`src/rtl/movegen_pkg.sv`:
```
// Shared types for the move-generation sequencer and its helpers.
package movegen_pkg;

    localparam int NUM_SQ = 64;

    typedef logic [5:0] sq_t;

    typedef struct packed {
        sq_t from;
        sq_t to;
    } move_t;

    typedef enum logic [2:0] {
        IDLE   = 3'd0,
        SELECT = 3'd1,
        EMIT   = 3'd2,
        DRAIN  = 3'd3,
        DONE   = 3'd4
    } seq_state_t;

    // Board coordinates (rank 1..8, file 1..8) to square index; a1=0, h8=63.
    function automatic sq_t sq_index(input int unsigned rank, input int unsigned file);
        return sq_t'((rank - 1) * 8 + (file - 1));
    endfunction

endpackage

```
`src/rtl/lsb_onehot_enc.sv`:
```
// Lowest-set-bit encoder: index, any-set flag and one-hot of the lowest set bit.
module lsb_onehot_enc
    import movegen_pkg::*;
(
    input  logic [NUM_SQ-1:0] i_vec,
    output sq_t               o_idx,
    output logic              o_any,
    output logic [NUM_SQ-1:0] o_onehot
);

    assign o_any    = |i_vec;
    // x & -x isolates the lowest set bit.
    assign o_onehot = i_vec & (~i_vec + NUM_SQ'(1));

    // Scan from the top down so the last hit is the lowest set bit.
    always_comb begin
        o_idx = '0;
        for (int i = NUM_SQ - 1; i >= 0; i--) begin
            if (i_vec[i]) o_idx = sq_t'(i);
        end
    end

endmodule

```
`src/rtl/movegen_sequencer.sv`:
```
// Scans the side-to-move's pieces, strobes each square into the array and
// streams the resulting (from, to) pairs out, lowest index first.
module movegen_sequencer
    import movegen_pkg::*;
#(
    parameter int CNT_W = 8
) (
    input  logic              clk,
    input  logic              rst_n,
    input  logic              i_start,
    input  logic              i_abort,
    input  logic [NUM_SQ-1:0] i_own,
    output logic [NUM_SQ-1:0] o_emit_move,
    input  logic [NUM_SQ-1:0] i_target,
    output logic              o_move_valid,
    input  logic              i_move_ready,
    output sq_t               o_move_from,
    output sq_t               o_move_to,
    output logic              o_busy,
    output logic              o_done,
    output logic [CNT_W-1:0]  o_move_count
);

    seq_state_t        state_q, state_d;
    logic [NUM_SQ-1:0] pending_q, pending_d;
    logic [NUM_SQ-1:0] tgt_q, tgt_d;
    sq_t               from_q, from_d;
    logic [CNT_W-1:0]  count_q, count_d;

    sq_t               pend_idx, tgt_idx;
    logic              pend_any, tgt_any;
    logic [NUM_SQ-1:0] pend_onehot, tgt_onehot;
    logic [NUM_SQ-1:0] tgt_left;
    move_t             cur_move;

    lsb_onehot_enc u_pend_enc (
        .i_vec    (pending_q),
        .o_idx    (pend_idx),
        .o_any    (pend_any),
        .o_onehot (pend_onehot)
    );

    lsb_onehot_enc u_tgt_enc (
        .i_vec    (tgt_q),
        .o_idx    (tgt_idx),
        .o_any    (tgt_any),
        .o_onehot (tgt_onehot)
    );

    assign tgt_left = tgt_q & ~tgt_onehot;

    // State register.
    always_ff @(posedge clk or negedge rst_n) begin
        // NOTE: non-blocking assignments keep every flop sampling pre-edge values.
        if (!rst_n) state_q <= IDLE;
        else        state_q <= state_d;
    end

    // Datapath registers; all reset so outputs decode to known values.
    always_ff @(posedge clk or negedge rst_n) begin
        if (!rst_n) begin
            pending_q <= '0;
            tgt_q     <= '0;
            from_q    <= '0;
            count_q   <= '0;
        end else begin
            pending_q <= pending_d;
            tgt_q     <= tgt_d;
            from_q    <= from_d;
            count_q   <= count_d;
        end
    end

    // Next-state and datapath updates; abort overrides every transition.
    always_comb begin
        // NOTE: hold-value defaults first so no path through the case infers a latch.
        state_d   = state_q;
        pending_d = pending_q;
        tgt_d     = tgt_q;
        from_d    = from_q;
        count_d   = count_q;
        if (i_abort) begin
            state_d   = IDLE;
            pending_d = '0;
            tgt_d     = '0;
        end else begin
            case (state_q)
                IDLE: begin
                    if (i_start) begin
                        pending_d = i_own;
                        count_d   = '0;
                        state_d   = SELECT;
                    end
                end
                SELECT: begin
                    if (!pend_any) begin
                        state_d = DONE;
                    end else begin
                        from_d    = pend_idx;
                        pending_d = pending_q & ~pend_onehot;
                        state_d   = EMIT;
                    end
                end
                EMIT: begin
                    tgt_d   = i_target;
                    state_d = (|i_target) ? DRAIN : SELECT;
                end
                DRAIN: begin
                    if (i_move_ready) begin
                        tgt_d = tgt_left;
                        if (count_q != {CNT_W{1'b1}}) count_d = count_q + CNT_W'(1);
                        if (tgt_left == '0) state_d = SELECT;
                    end
                end
                DONE:    state_d = IDLE;
                default: state_d = IDLE;
            endcase
        end
    end

    // Outputs decoded from registered state only; nothing sees i_move_ready.
    always_comb begin
        cur_move.from = from_q;
        cur_move.to   = tgt_idx;
        o_emit_move   = (state_q == EMIT) ? (NUM_SQ'(1) << from_q) : '0;
        o_move_valid  = (state_q == DRAIN) && tgt_any;
        o_move_from   = cur_move.from;
        o_move_to     = cur_move.to;
        o_busy        = (state_q != IDLE);
        o_done        = (state_q == DONE);
        o_move_count  = count_q;
    end

endmodule
```
`config.mk`:
```
export PLATFORM = sky130hd
export DESIGN_NAME = movegen_sequencer
export DESIGN_NICKNAME = d
export VERILOG_FILES = /design/src/rtl/movegen_pkg.sv /design/src/rtl/lsb_onehot_enc.sv /design/src/rtl/movegen_sequencer.sv
export SDC_FILE = /design/constraint.sdc
export NUM_CORES = 1
export LEC_CHECK = 0
export BUFFER_PORTS_ARGS = -buffer_cell sky130_fd_sc_hd__buf_2
export CAP_MARGIN = 15
export CORE_MARGIN = 1.5
export CORE_UTILIZATION = 40
export CTS_BUF_LIST = sky130_fd_sc_hd__clkbuf_8
export DETAILED_ROUTE_END_ITERATION = 8
export GPL_ROUTABILITY_DRIVEN = 0
export PLACE_DENSITY_LB_ADDON = 0.2
export SLEW_MARGIN = 0
export SYNTH_ARGS = -nofsm -noshare
export SYNTH_HDL_FRONTEND = slang
export SYNTH_SLANG_ARGS = --single-unit
```
`constraint.sdc`:
```
create_clock -name clk -period 3.4 [get_ports clk]
set_input_delay 0 -clock clk [delete_from_list [all_inputs] [get_ports clk]]
set_output_delay 0 -clock clk [all_outputs]
set_load 0.1 [all_outputs]
```
==> metrics, run 1 <==
Data arrival, critical path 3.58 ns; synthesized netlist net count 1406; Worst Clk Skew 0.0221 ns; Post-DP HPWL 25200 µm; Power per Cell Area 456 nW/µm²; detailed-route DRC error count 0; vias in the first global route 10800; area taken by flip-flops and latches 3630 µm²; H-tree level count 4; area added between synthesis and finish 39.1%; number of pins exceeding their max-slew limit in the final report 0; critical path class reg2reg; antenna-violating nets left 0; largest family of logic cells by synthesized area simple AND/OR/NAND/NOR gates; depth of the worst register-to-register path 11; startpoint types flop; Post-synth EDFFs 0; core utilization of the finished layout 0.569; fraction of layout cells with a size suffix above 1 0.208; cell taking the most area after synthesis dfrtp_1; clock net sink count 145; hold crit path type in2reg; portion of total power attributed to the clock network 0.246; CTS clk-pin slew, worst paths 0.10 ns; Net count, final 1750; number of synthesized register bits 145; height of the die 158 µm; Tot GR Track Use 0.291; final critical-path required period 3.25 ns; DR pass1 iterations 8; Port Buf Inserts 219; most frequent CP cell buf_4; cell row count 56; Synth Area in Compound Gates 0.277; Hold Vio Cnt, Final 0; Die X 158 µm; basic-gate share of the synthesized area counting and, or, nand and nor cells 0.294; wire length per cell 18.8 µm; Relative slew margins 0.437; register area share after synthesis 0.375; switching part of the total power 0.435; highest clock frequency the design can meet 307 MHz; Via density 5.92; commonest non-fill, non-tap cell in the layout nor2_1; share of total power in combinational logic 0.413; synthesized instance count 1272; critical path capture point type flop; end of the worst hold path tgt_q[29]$_DFFE_PN0P_; worst r2r src tgt_q[7]$_DFFE_PN0P_; list of cells traversed by the critical path or4_1 > nor4_4 > buf_4 > nand3_2 > buf_4 > o21ai_0 > nand4_1 > a221o_1 > nor4b_2 > a41o_1 > a21oi_1; grt ovf 0; largest cells by area after synthesis dfrtp_1 (38%), nor2_1 (8.7%), o21ai_0 (6.7%); Initial Util 0.409; distinct cell type count of the synthesized netlist 70; area taken by multi-input logic gates 5630 µm²; area share of fa/ha/maj cells after synthesis 0.00233; multiplexer fraction of the synthesized cell area 0.00207; clock latency of the later-clocked register in the worst-skew pair 0.46 ns; internal reg-to-reg setup slack 0.15 ns; xor and xnor area share after synthesis 0.00181; portion of synthesized cell area occupied by the leading cell type 0.375; total CTS buffers 17; number of setup violations in the final report 0; largest fanout of any net on the critical path 6; largest net degree at the start of global routing 90; startpoint of the worst hold path i_abort; Worst VDD drop 0.381 mV; global-route wire length before repair 57000 µm; Core Box Area 23600 µm²; switching power 2.67 mW; total vias in the final route 11500; Leakage 6.03 nW; pre-CTS setup slack 0.189 ns; n_diodes 0; synthesized area per cell 7.60 µm²; Worst Max-Slew Pin Slew 0.845 ns; Longest Clk Path Bufs 2; Final Worst Setup Slack 0.146 ns; synthesized cell area 9670 µm²; fraction of registers with async set/reset 1.00; Sequential Power Share 0.341; share of the clock period used by the worst path after layout 0.957; top_reg_cell synth dfrtp_1; DRT Wirelength 36600 µm; Starting DRT DRC Count 1092; Filler cells 2180; clock tree from TritonCTS yes; Reg2Reg Capture Point state_q[0]$_DFFE_PN0P_; clock root buffer clkbuf_8; hold path cells 2; I/O pin cnt 220; master of the slowest instance on the critical path or4_1; count of warnings emitted by yosys 0; internal power contribution 3.46 mW; max-capacitance violation count 0; setup TNS after final layout 0 ns; antenna violations before repair 0; run status finished, final reports clean; biggest cell delay along the critical path 0.63 ns; leading cell types in the layout, fill and taps excluded nor2_1 (223), buf_2 (194), nand2_1 (146); total die area 25100 µm²; Data required, critical path 3.73 ns
-- worst max-delay path: cells and delay by family (launching register included) --
family | cells | cell delay [ns]
and+or+nand+nor | 5 | 1.39
buffers and inverters | 2 | 0.35
AOI/OAI and AO/OA | 4 | 0.94
DFF | 1 | 0.44
-- metal layers --
layer,wire (µm),up-vias,part of all wire,GRT usage
li1,-,5390,-,-
met1,16500,5494,0.45,0.412
met2,16200,568,0.44,0.446
met3,2870,74,0.078,0.0531
met4,935,0,0.026,0.0957
met5,0,-,0,0
-- worst max-delay path by stage --
stage,to,slack (ns),start,cells past startpoint
CTS,state_q[0]$_DFFE_PN0P_,0.18,tgt_q[7]$_DFFE_PN0P_,10
global placement,state_q[1]$_DFFE_PN0P_,0.24,tgt_q[13]$_DFFE_PN0P_,10
finish,state_q[0]$_DFFE_PN0P_,0.15,tgt_q[7]$_DFFE_PN0P_,11
detailed placement,state_q[0]$_DFFE_PN0P_,0.19,tgt_q[7]$_DFFE_PN0P_,10
floorplan,o_move_to[1],0.22,tgt_q[60]$_DFFE_PN0P_,9
global route,state_q[0]$_DFFE_PN0P_,-0.02,tgt_q[7]$_DFFE_PN0P_,11
-- flip-flops by register name, indices dropped and copies added (netlist names) --
register / count
o_move_count: 8
o_move_from: 6
pending_q: 64
state_q: 3
tgt_q: 64
-- synth_stat cells (6+ instances only) --
| library cell | count |
|---|---|
| dfrtp_1 | 145 |
| nand2b_1 | 10 |
| a31oi_1 | 7 |
| nor2b_1 | 9 |
| a22o_1 | 61 |
| o221ai_1 | 6 |
| nand4_1 | 16 |
| nor3_1 | 57 |
| clkbuf_1 | 75 |
| o21ai_0 | 129 |
| a22oi_1 | 58 |
| nand3_1 | 27 |
| a21oi_1 | 55 |
| nor2_1 | 224 |
| inv_1 | 34 |
| nand2_1 | 146 |
| or3_1 | 11 |
| a211oi_1 | 9 |
| or4_1 | 13 |
| o21bai_1 | 6 |
| o31ai_1 | 17 |
| nor4_1 | 61 |
| buf_1 | 6 |
-- power by group through the flow --
stage | sequential (mW) | combinational [mW] | clock (mW)
4_1_cts | 2.07 | 2.47 | 1.54
2_1_floorplan | 2.20 | 1.50 | 0
5_1_grt | 2.11 | 2.71 | 1.62
3_5_place_dp | 2.11 | 2.35 | 0
6_report | 2.09 | 2.53 | 1.51
3_3_place_gp | 2.10 | 2.34 | 0
-- kinds of logic after synthesis --
kind of cell / after synthesis
buffers and inverters: 118
AO/OA/AOI/OAI: 399
XOR/XNOR: 2
multiplexers: 2
AND/OR/NAND/NOR: 604
adder cells (fa/ha/maj): 2
flip-flops: 145
-- what timing repair did --
action | CTS | global route
buffers inserted | 0 | 1
hold buffers | 129 | 0
resized for setup | 0 | 4
endpoints found under the hold margin | 216 | 0
setup endpoints to repair | 0 | 2
-- per-stage QoR --
| stage | std cells | area, µm² | power, mW | hold WS [ns] |
|---|---|---|---|---|
| 2_1_floorplan | 1272 | 9680 | 3.70 | -0.296 |
| 3_3_place_gp | 1786 | 11700 | 4.44 | 0.142 |
| 6_report | 1948 | 13400 | 6.12 | 0.0942 |
| 3_5_place_dp | 1786 | 11700 | 4.46 | 0.141 |
| 5_1_grt | 1948 | 13400 | 6.44 | 0.0746 |
| 4_1_cts | 1947 | 13400 | 6.08 | 0.0568 |
-- cell type report --
type	count	share of cell area
clock buffer	18	0.0184
inverter	34	0.00949
clock inverter	14	0.0132
timing repair buffer	409	0.241
tap	319	0.0297
sequential	145	0.270
multi-input combinational	1009	0.419
No activity file was read; power rests on OpenSTA's default activity.
==> run 2: changes to the inputs <==
--- a/config.mk
+++ b/config.mk
@@ -12,7 +12,6 @@
 export CTS_BUF_LIST = sky130_fd_sc_hd__clkbuf_8
 export DETAILED_ROUTE_END_ITERATION = 8
 export GPL_ROUTABILITY_DRIVEN = 0
-export PLACE_DENSITY_LB_ADDON = 0.2
 export SLEW_MARGIN = 0
 export SYNTH_ARGS = -nofsm -noshare
 export SYNTH_HDL_FRONTEND = slang
==> metrics, run 2 (synthesized netlist as in run 1, its figures left out) <==
Hold Vio Cnt, Final 0 (unchanged); total power 6.16 mW (was 6.12 mW); Data arrival, critical path 3.59 ns (was 3.58 ns); depth of the worst register-to-register path 11 (unchanged); list of cells traversed by the critical path or4_4 > nor4_4 > buf_6 > nand3_2 > buf_4 > or3_4 > a21oi_1 > o2111ai_2 > a2111oi_4 > a41o_1 > a21oi_1 (was or4_1 > nor4_4 > buf_4 > nand3_2 > buf_4 > o21ai_0 > nand4_1 > a221o_1 > nor4b_2 > a41o_1 > a21oi_1); DRT Wirelength 36800 µm (was 36600 µm); largest fanout of any net on the critical path 7 (was 6); global-route wire length before repair 57300 µm (was 57000 µm); detailed-route DRC error count 0 (unchanged); antenna-violating nets left 0 (unchanged); Core Box Area 23600 µm² (unchanged); number of buffers and inverters on the critical path 2 (unchanged); I/O pin cnt 220 (unchanged); grt ovf 0 (unchanged); clock tree from TritonCTS yes (unchanged); Die X 158 µm (unchanged); clock net sink count 145 (unchanged); area added between synthesis and finish 40.3% (was 39.1%); Worst VDD drop 0.267 mV (was 0.381 mV); Worst Clk Skew 0.0238 ns (was 0.0221 ns); cell family with most CP delay simple AND/OR/NAND/NOR gates (unchanged); biggest cell delay along the critical path 0.60 ns (was 0.63 ns); height of the die 158 µm (unchanged); Net count, final 1761 (was 1750); Worst Setup EP state_q[0]$_DFFE_PN0P_ (unchanged); Reg2Reg Capture Point state_q[0]$_DFFE_PN0P_ (unchanged); run status finished, final reports clean (unchanged); Relative slew margins 0.256 (was 0.437); commonest non-fill, non-tap cell in the layout nor2_1 (unchanged); total CTS buffers 17 (unchanged); largest net degree at the start of global routing 76 (was 90); share of the clock period used by the worst path after layout 0.962 (was 0.957); placed standard-cell area 11600 µm² (was 11700 µm²); Initial Util 0.409 (unchanged); Tot GR Track Use 0.291 (about the same); total die area 25100 µm² (unchanged); final critical-path required period 3.27 ns (was 3.25 ns); critical path capture point type flop (unchanged); Starting DRT DRC Count 910 (was 1092); Power per Cell Area 454 nW/µm² (was 456 nW/µm²); CTS clk-pin slew, worst paths 0.09 ns (was 0.10 ns); number of pins exceeding their max-slew limit in the final report 0 (unchanged); Critical Path Stages 11 (unchanged); CP Launch Point tgt_q[0]$_DFFE_PN0P_ (was tgt_q[7]$_DFFE_PN0P_); hold path cells 2 (unchanged); Worst Max-Slew Pin Slew 1.11 ns (was 0.845 ns); wire length per cell 18.8 µm (about the same); vias in the first global route 10900 (was 10800); startpoint types flop (unchanged); critical path class reg2reg (unchanged); Port Buf Inserts 219 (unchanged); Leakage 6.12 nW (was 6.03 nW); H-tree level count 4 (unchanged); Via density 5.93 (was 5.92); max-capacitance violation count 0 (unchanged); hold crit path type in2reg (unchanged); Longest Clk Path Bufs 2 (unchanged); antenna violations before repair 1 (was 0); worst r2r src tgt_q[0]$_DFFE_PN0P_ (was tgt_q[7]$_DFFE_PN0P_); Layout Cell Area excl Fill 13600 µm² (was 13400 µm²); clock root buffer clkbuf_8 (unchanged); master of the slowest instance on the critical path or4_4 (was or4_1); internal reg-to-reg setup slack 0.13 ns (was 0.15 ns); Post-DP HPWL 25200 µm (about the same); cell row count 56 (unchanged); clock latency of the later-clocked register in the worst-skew pair 0.47 ns (was 0.46 ns); highest clock frequency the design can meet 306 MHz (was 307 MHz); setup TNS after final layout 0 ns (unchanged); number of setup violations in the final report 0 (unchanged); most frequent CP cell a21oi_1 (was buf_4); fraction of layout cells with a size suffix above 1 0.211 (was 0.208); DR pass1 iterations 5 (was 8); Data required, critical path 3.72 ns (was 3.73 ns); leading cell types in the layout, fill and taps excluded nor2_1 (223), buf_2 (198), nand2_1 (146) (was nor2_1 (223), buf_2 (194), nand2_1 (146)); total vias in the final route 11600 (was 11500)
## run 2: cell count changes in the layout (fill, tap and decap cells not counted), moves of 2 or more
cell | before | now
nor4_4 | 1 | 4
dlygate4sd3_1 | 129 | 142
nor4_1 | 60 | 56
buf_2 | 194 | 198
diode_2 | 0 | 3
buf_4 | 59 | 57
buf_12 | 26 | 20
clkinv_4 | 2 | 4
## run 2: power breakdown
group	internal, mW	leakage (nW)	switching [mW]
Sequential	1.84	1.97	0.245
Combinational	0.889	3.94	1.69
Clock	0.735	0.216	0.759
## run 2: cell type report
cell class / count / area, µm²
Inverter: 34 / 128
Tap cell: 319 / 399
Timing Repair Buffer: 420 / 3270
Fill cell: 2228 / 10000
Multi-Input combinational cell: 1009 / 5720
Antenna cell: 3 / 7.51
Sequential cell: 145 / 3630
Clock buffer: 17 / 234
Clock inverter: 14 / 179
## run 2: what timing repair did
item,4_1_cts,5_1_grt
hold buffers,142,0
hold endpoints to repair,200,0
endpoints found under the setup margin,0,9
buffers inserted,0,0
gates resized for setup,0,21
## run 2: worst min-delay path by stage
stage,from,endpoint
3_3_place_gp,rst_n,tgt_q[33]$_DFFE_PN0P_
3_5_place_dp,rst_n,tgt_q[37]$_DFFE_PN0P_
5_1_grt,i_abort,tgt_q[59]$_DFFE_PN0P_
2_1_floorplan,rst_n,o_move_count[0]$_DFFE_PN0P_
6_report,i_abort,tgt_q[1]$_DFFE_PN0P_
4_1_cts,i_abort,tgt_q[1]$_DFFE_PN0P_
## run 2: routing by layer
layer	wire (µm)	vias up	global-route usage
met5	0	-	0
met4	819	0	0.0939
met3	2680	66	0.0487
met2	16500	546	0.447
met1	16800	5613	0.415
li1	-	5405	-
## run 2: per-stage QoR
| step | std cells | hold WS [ns] | util | setup slack (ns) |
|---|---|---|---|---|
| floorplan | 1272 | -0.296 | - | 0.220 |
| global placement | 1785 | 0.0617 | 0.492 | 0.223 |
| detailed placement | 1785 | 0.0652 | 0.492 | 0.145 |
| CTS | 1958 | 0.000280 | 0.569 | 0.109 |
| global route | 1958 | 0.0356 | 0.574 | -0.0244 |
| finish | 1961 | 0.0249 | 0.574 | 0.128 |
## run 2: worst register-to-register path, cell delays in order, from the launching register on
cell,delay (ns)
dfrtp_1,0.43
or4_4,0.61
nor4_4,0.28
buf_6,0.16
nand3_2,0.07
buf_4,0.17
or3_4,0.40
a21oi_1,0.23
o2111ai_2,0.16
a2111oi_4,0.32
a41o_1,0.24
a21oi_1,0.08
==> run 3: changes to the inputs <==
--- a/config.mk
+++ b/config.mk
@@ -7,11 +7,12 @@
 export LEC_CHECK = 0
 export BUFFER_PORTS_ARGS = -buffer_cell sky130_fd_sc_hd__buf_2
 export CAP_MARGIN = 15
-export CORE_MARGIN = 1.5
+export CORE_MARGIN = 2
 export CORE_UTILIZATION = 40
 export CTS_BUF_LIST = sky130_fd_sc_hd__clkbuf_8
 export DETAILED_ROUTE_END_ITERATION = 8
 export GPL_ROUTABILITY_DRIVEN = 0
+export SETUP_SLACK_MARGIN = 0.2
 export SLEW_MARGIN = 0
 export SYNTH_ARGS = -nofsm -noshare
 export SYNTH_HDL_FRONTEND = slang
==> metrics, run 3 (synthesized netlist as in run 1, its figures left out) <==
run status finished, final reports clean (unchanged); master of the slowest instance on the critical path or4_4 (unchanged); portion of total power attributed to the clock network 0.217 (was 0.243); share of total power in combinational logic 0.445 (was 0.419); I/O pin cnt 220 (unchanged); highest clock frequency the design can meet 321 MHz (was 306 MHz); Longest Clk Path Bufs 2 (unchanged); total CTS buffers 17 (unchanged); total vias in the final route 11700 (was 11600); Initial Util 0.409 (unchanged); clock tree from TritonCTS yes (unchanged); cell row count 56 (unchanged); RSZ-0062 raised after global routing yes; antenna-violating nets left 0 (unchanged); switching part of the total power 0.452 (was 0.437); detailed-route DRC error count 0 (unchanged); DR pass1 iterations 7 (was 5); wire length per cell 18.8 µm (about the same); hold crit path type in2reg (unchanged); clock latency of the later-clocked register in the worst-skew pair 0.49 ns (was 0.47 ns); antenna violations before repair 1 (unchanged); layer carrying the most global-route usage met2 (unchanged); Port Buf Inserts 219 (unchanged); n_diodes 0 (was 3); Post-DP HPWL 25600 µm (was 25200 µm); area taken by multi-input logic gates 5900 µm² (was 5720 µm²); internal power contribution 3.39 mW (was 3.47 mW); number of pins exceeding their max-slew limit in the final report 0 (unchanged); Worst VDD drop 0.323 mV (was 0.267 mV); total die area 25400 µm² (was 25100 µm²); setup TNS after final layout 0 ns (unchanged); CTS clk-pin slew, worst paths 0.09 ns (about the same); final critical-path required period 3.12 ns (was 3.27 ns); fraction of layout cells with a size suffix above 1 0.242 (was 0.211); share of the clock period used by the worst path after layout 0.917 (was 0.962); GRT met2 Usage 0.435 (was 0.447); list of cells traversed by the critical path or4_4 > nor4_4 > buf_4 > nand3_2 > buf_6 > or3_4 > nor3_4 > o2111ai_2 > a2111oi_4 > a41o_1 > a21oi_1 (was or4_4 > nor4_4 > buf_6 > nand3_2 > buf_4 > or3_4 > a21oi_1 > o2111ai_2 > a2111oi_4 > a41o_1 > a21oi_1); max-capacitance violation count 0 (unchanged); Core Box Area 23600 µm² (unchanged); Via density 5.94 (was 5.93); number of buffers and inverters on the critical path 2 (unchanged); Relative slew margins 0.222 (was 0.256); Tot GR Track Use 0.286 (was 0.291); Data required, critical path 3.73 ns (was 3.72 ns); area added between synthesis and finish 42.5% (was 40.3%); met1 usage 0.411 (was 0.415); area taken by flip-flops and latches 3630 µm² (about the same); leading cell types in the layout, fill and taps excluded nor2_1 (223), buf_2 (195), nand2_1 (146) (was nor2_1 (223), buf_2 (198), nand2_1 (146)); Layout Cell Area excl Fill 13800 µm² (was 13600 µm²); switching power 2.80 mW (was 2.69 mW); cell family with most CP delay simple AND/OR/NAND/NOR gates (unchanged); depth of the worst register-to-register path 11 (unchanged); Hold Vio Cnt, Final 0 (unchanged); critical path capture point type flop (unchanged); clock net sink count 145 (unchanged); Worst Max-Slew Pin Slew 1.16 ns (was 1.11 ns); DRT Wirelength 37000 µm (was 36800 µm); internal reg-to-reg setup slack 0.28 ns (was 0.13 ns); commonest non-fill, non-tap cell in the layout nor2_1 (unchanged); Filler cells 2179 (was 2228); number of setup violations in the final report 0 (unchanged); hold path cells 2 (unchanged); Starting DRT DRC Count 1080 (was 910); H-tree level count 4 (unchanged); placed standard-cell area 11700 µm² (was 11600 µm²); grt ovf 0 (unchanged); Data arrival, critical path 3.45 ns (was 3.59 ns); Leakage 6.16 nW (was 6.12 nW); largest net degree at the start of global routing 87 (was 76); vias in the first global route 10900 (about the same); startpoint types flop (unchanged); Final Worst Setup Slack 0.282 ns (was 0.128 ns); Net count, final 1770 (was 1761); end of the worst hold path tgt_q[60]$_DFFE_PN0P_ (was tgt_q[1]$_DFFE_PN0P_); worst r2r src tgt_q[6]$_DFFE_PN0P_ (was tgt_q[0]$_DFFE_PN0P_); Worst Clk Skew 0.0316 ns (was 0.0238 ns); met3 usage in global routing 0.0505 (was 0.0487); pre-CTS setup slack 0.111 ns (was 0.145 ns); largest fanout of any net on the critical path 6 (was 7); startpoint of the worst hold path i_abort (unchanged); global-route wire length before repair 59300 µm (was 57300 µm); clock root buffer clkbuf_8 (unchanged); critical path class reg2reg (unchanged); Die X 159 µm (was 158 µm); Power per Cell Area 449 nW/µm² (was 454 nW/µm²); Reg2Reg Capture Point state_q[0]$_DFFE_PN0P_ (unchanged); height of the die 159 µm (was 158 µm); Sequential Power Share 0.338 (was 0.339); biggest cell delay along the critical path 0.59 ns (was 0.60 ns)
-- run 3: worst max-delay path by stage --
| stage | end | start | slack, ns | cells after the start |
|---|---|---|---|---|
| finish | state_q[0]$_DFFE_PN0P_ | tgt_q[6]$_DFFE_PN0P_ | 0.28 | 11 |
| global route | state_q[0]$_DFFE_PN0P_ | tgt_q[4]$_DFFE_PN0P_ | 0.12 | 12 |
| CTS | o_move_to[0] | tgt_q[62]$_DFFE_PN0P_ | 0.20 | 10 |
| detailed placement | state_q[0]$_DFFE_PN0P_ | tgt_q[13]$_DFFE_PN0P_ | 0.11 | 10 |
| global placement | state_q[0]$_DFFE_PN0P_ | tgt_q[13]$_DFFE_PN0P_ | 0.20 | 10 |
| floorplan | o_move_to[1] | tgt_q[60]$_DFFE_PN0P_ | 0.22 | 9 |
-- run 3: final cells by class --
class,count,area share
tap,319,0.0290
inverter,34,0.00927
timing repair buffer,429,0.243
multi-input combinational,1009,0.429
clock buffer,18,0.0180
sequential,145,0.264
clock inverter,14,0.00872
-- run 3: power groups by stage --
| stage | clock [mW] | combinational [mW] | sequential, mW |
|---|---|---|---|
| floorplan | 0 | 1.50 | 2.20 |
| detailed placement | 0 | 2.39 | 2.11 |
| global route | 1.44 | 2.95 | 2.12 |
| CTS | 1.37 | 2.54 | 2.08 |
| global placement | 0 | 2.38 | 2.11 |
| finish | 1.34 | 2.75 | 2.09 |
-- run 3: timing repair --
| action | in CTS | in global routing |
|---|---|---|
| resized for setup | 8 | 57 |
| buffers inserted | 3 | 13 |
| setup endpoints to repair | 3 | 62 |
| hold buffers | 129 | 0 |
| pin swaps | 6 | 11 |
| endpoints found under the hold margin | 212 | 0 |
-- run 3: routing by layer --
layer / part of all wire / wire [µm]
met3: 0.083 / 3070
met1: 0.45 / 16500
met4: 0.025 / 917
met5: 0.00032 / 12
met2: 0.45 / 16500
-- run 3: per-stage QoR --
step	std cells	hold WS (ns)	utilization	total power, mW
2_1_floorplan	1272	-0.296	-	3.70
3_3_place_gp	1791	0.105	0.495	4.48
3_5_place_dp	1791	0.109	0.495	4.50
4_1_cts	1955	0.0593	0.567	5.98
5_1_grt	1968	0.0869	0.583	6.50
6_report	1968	0.0854	0.583	6.18
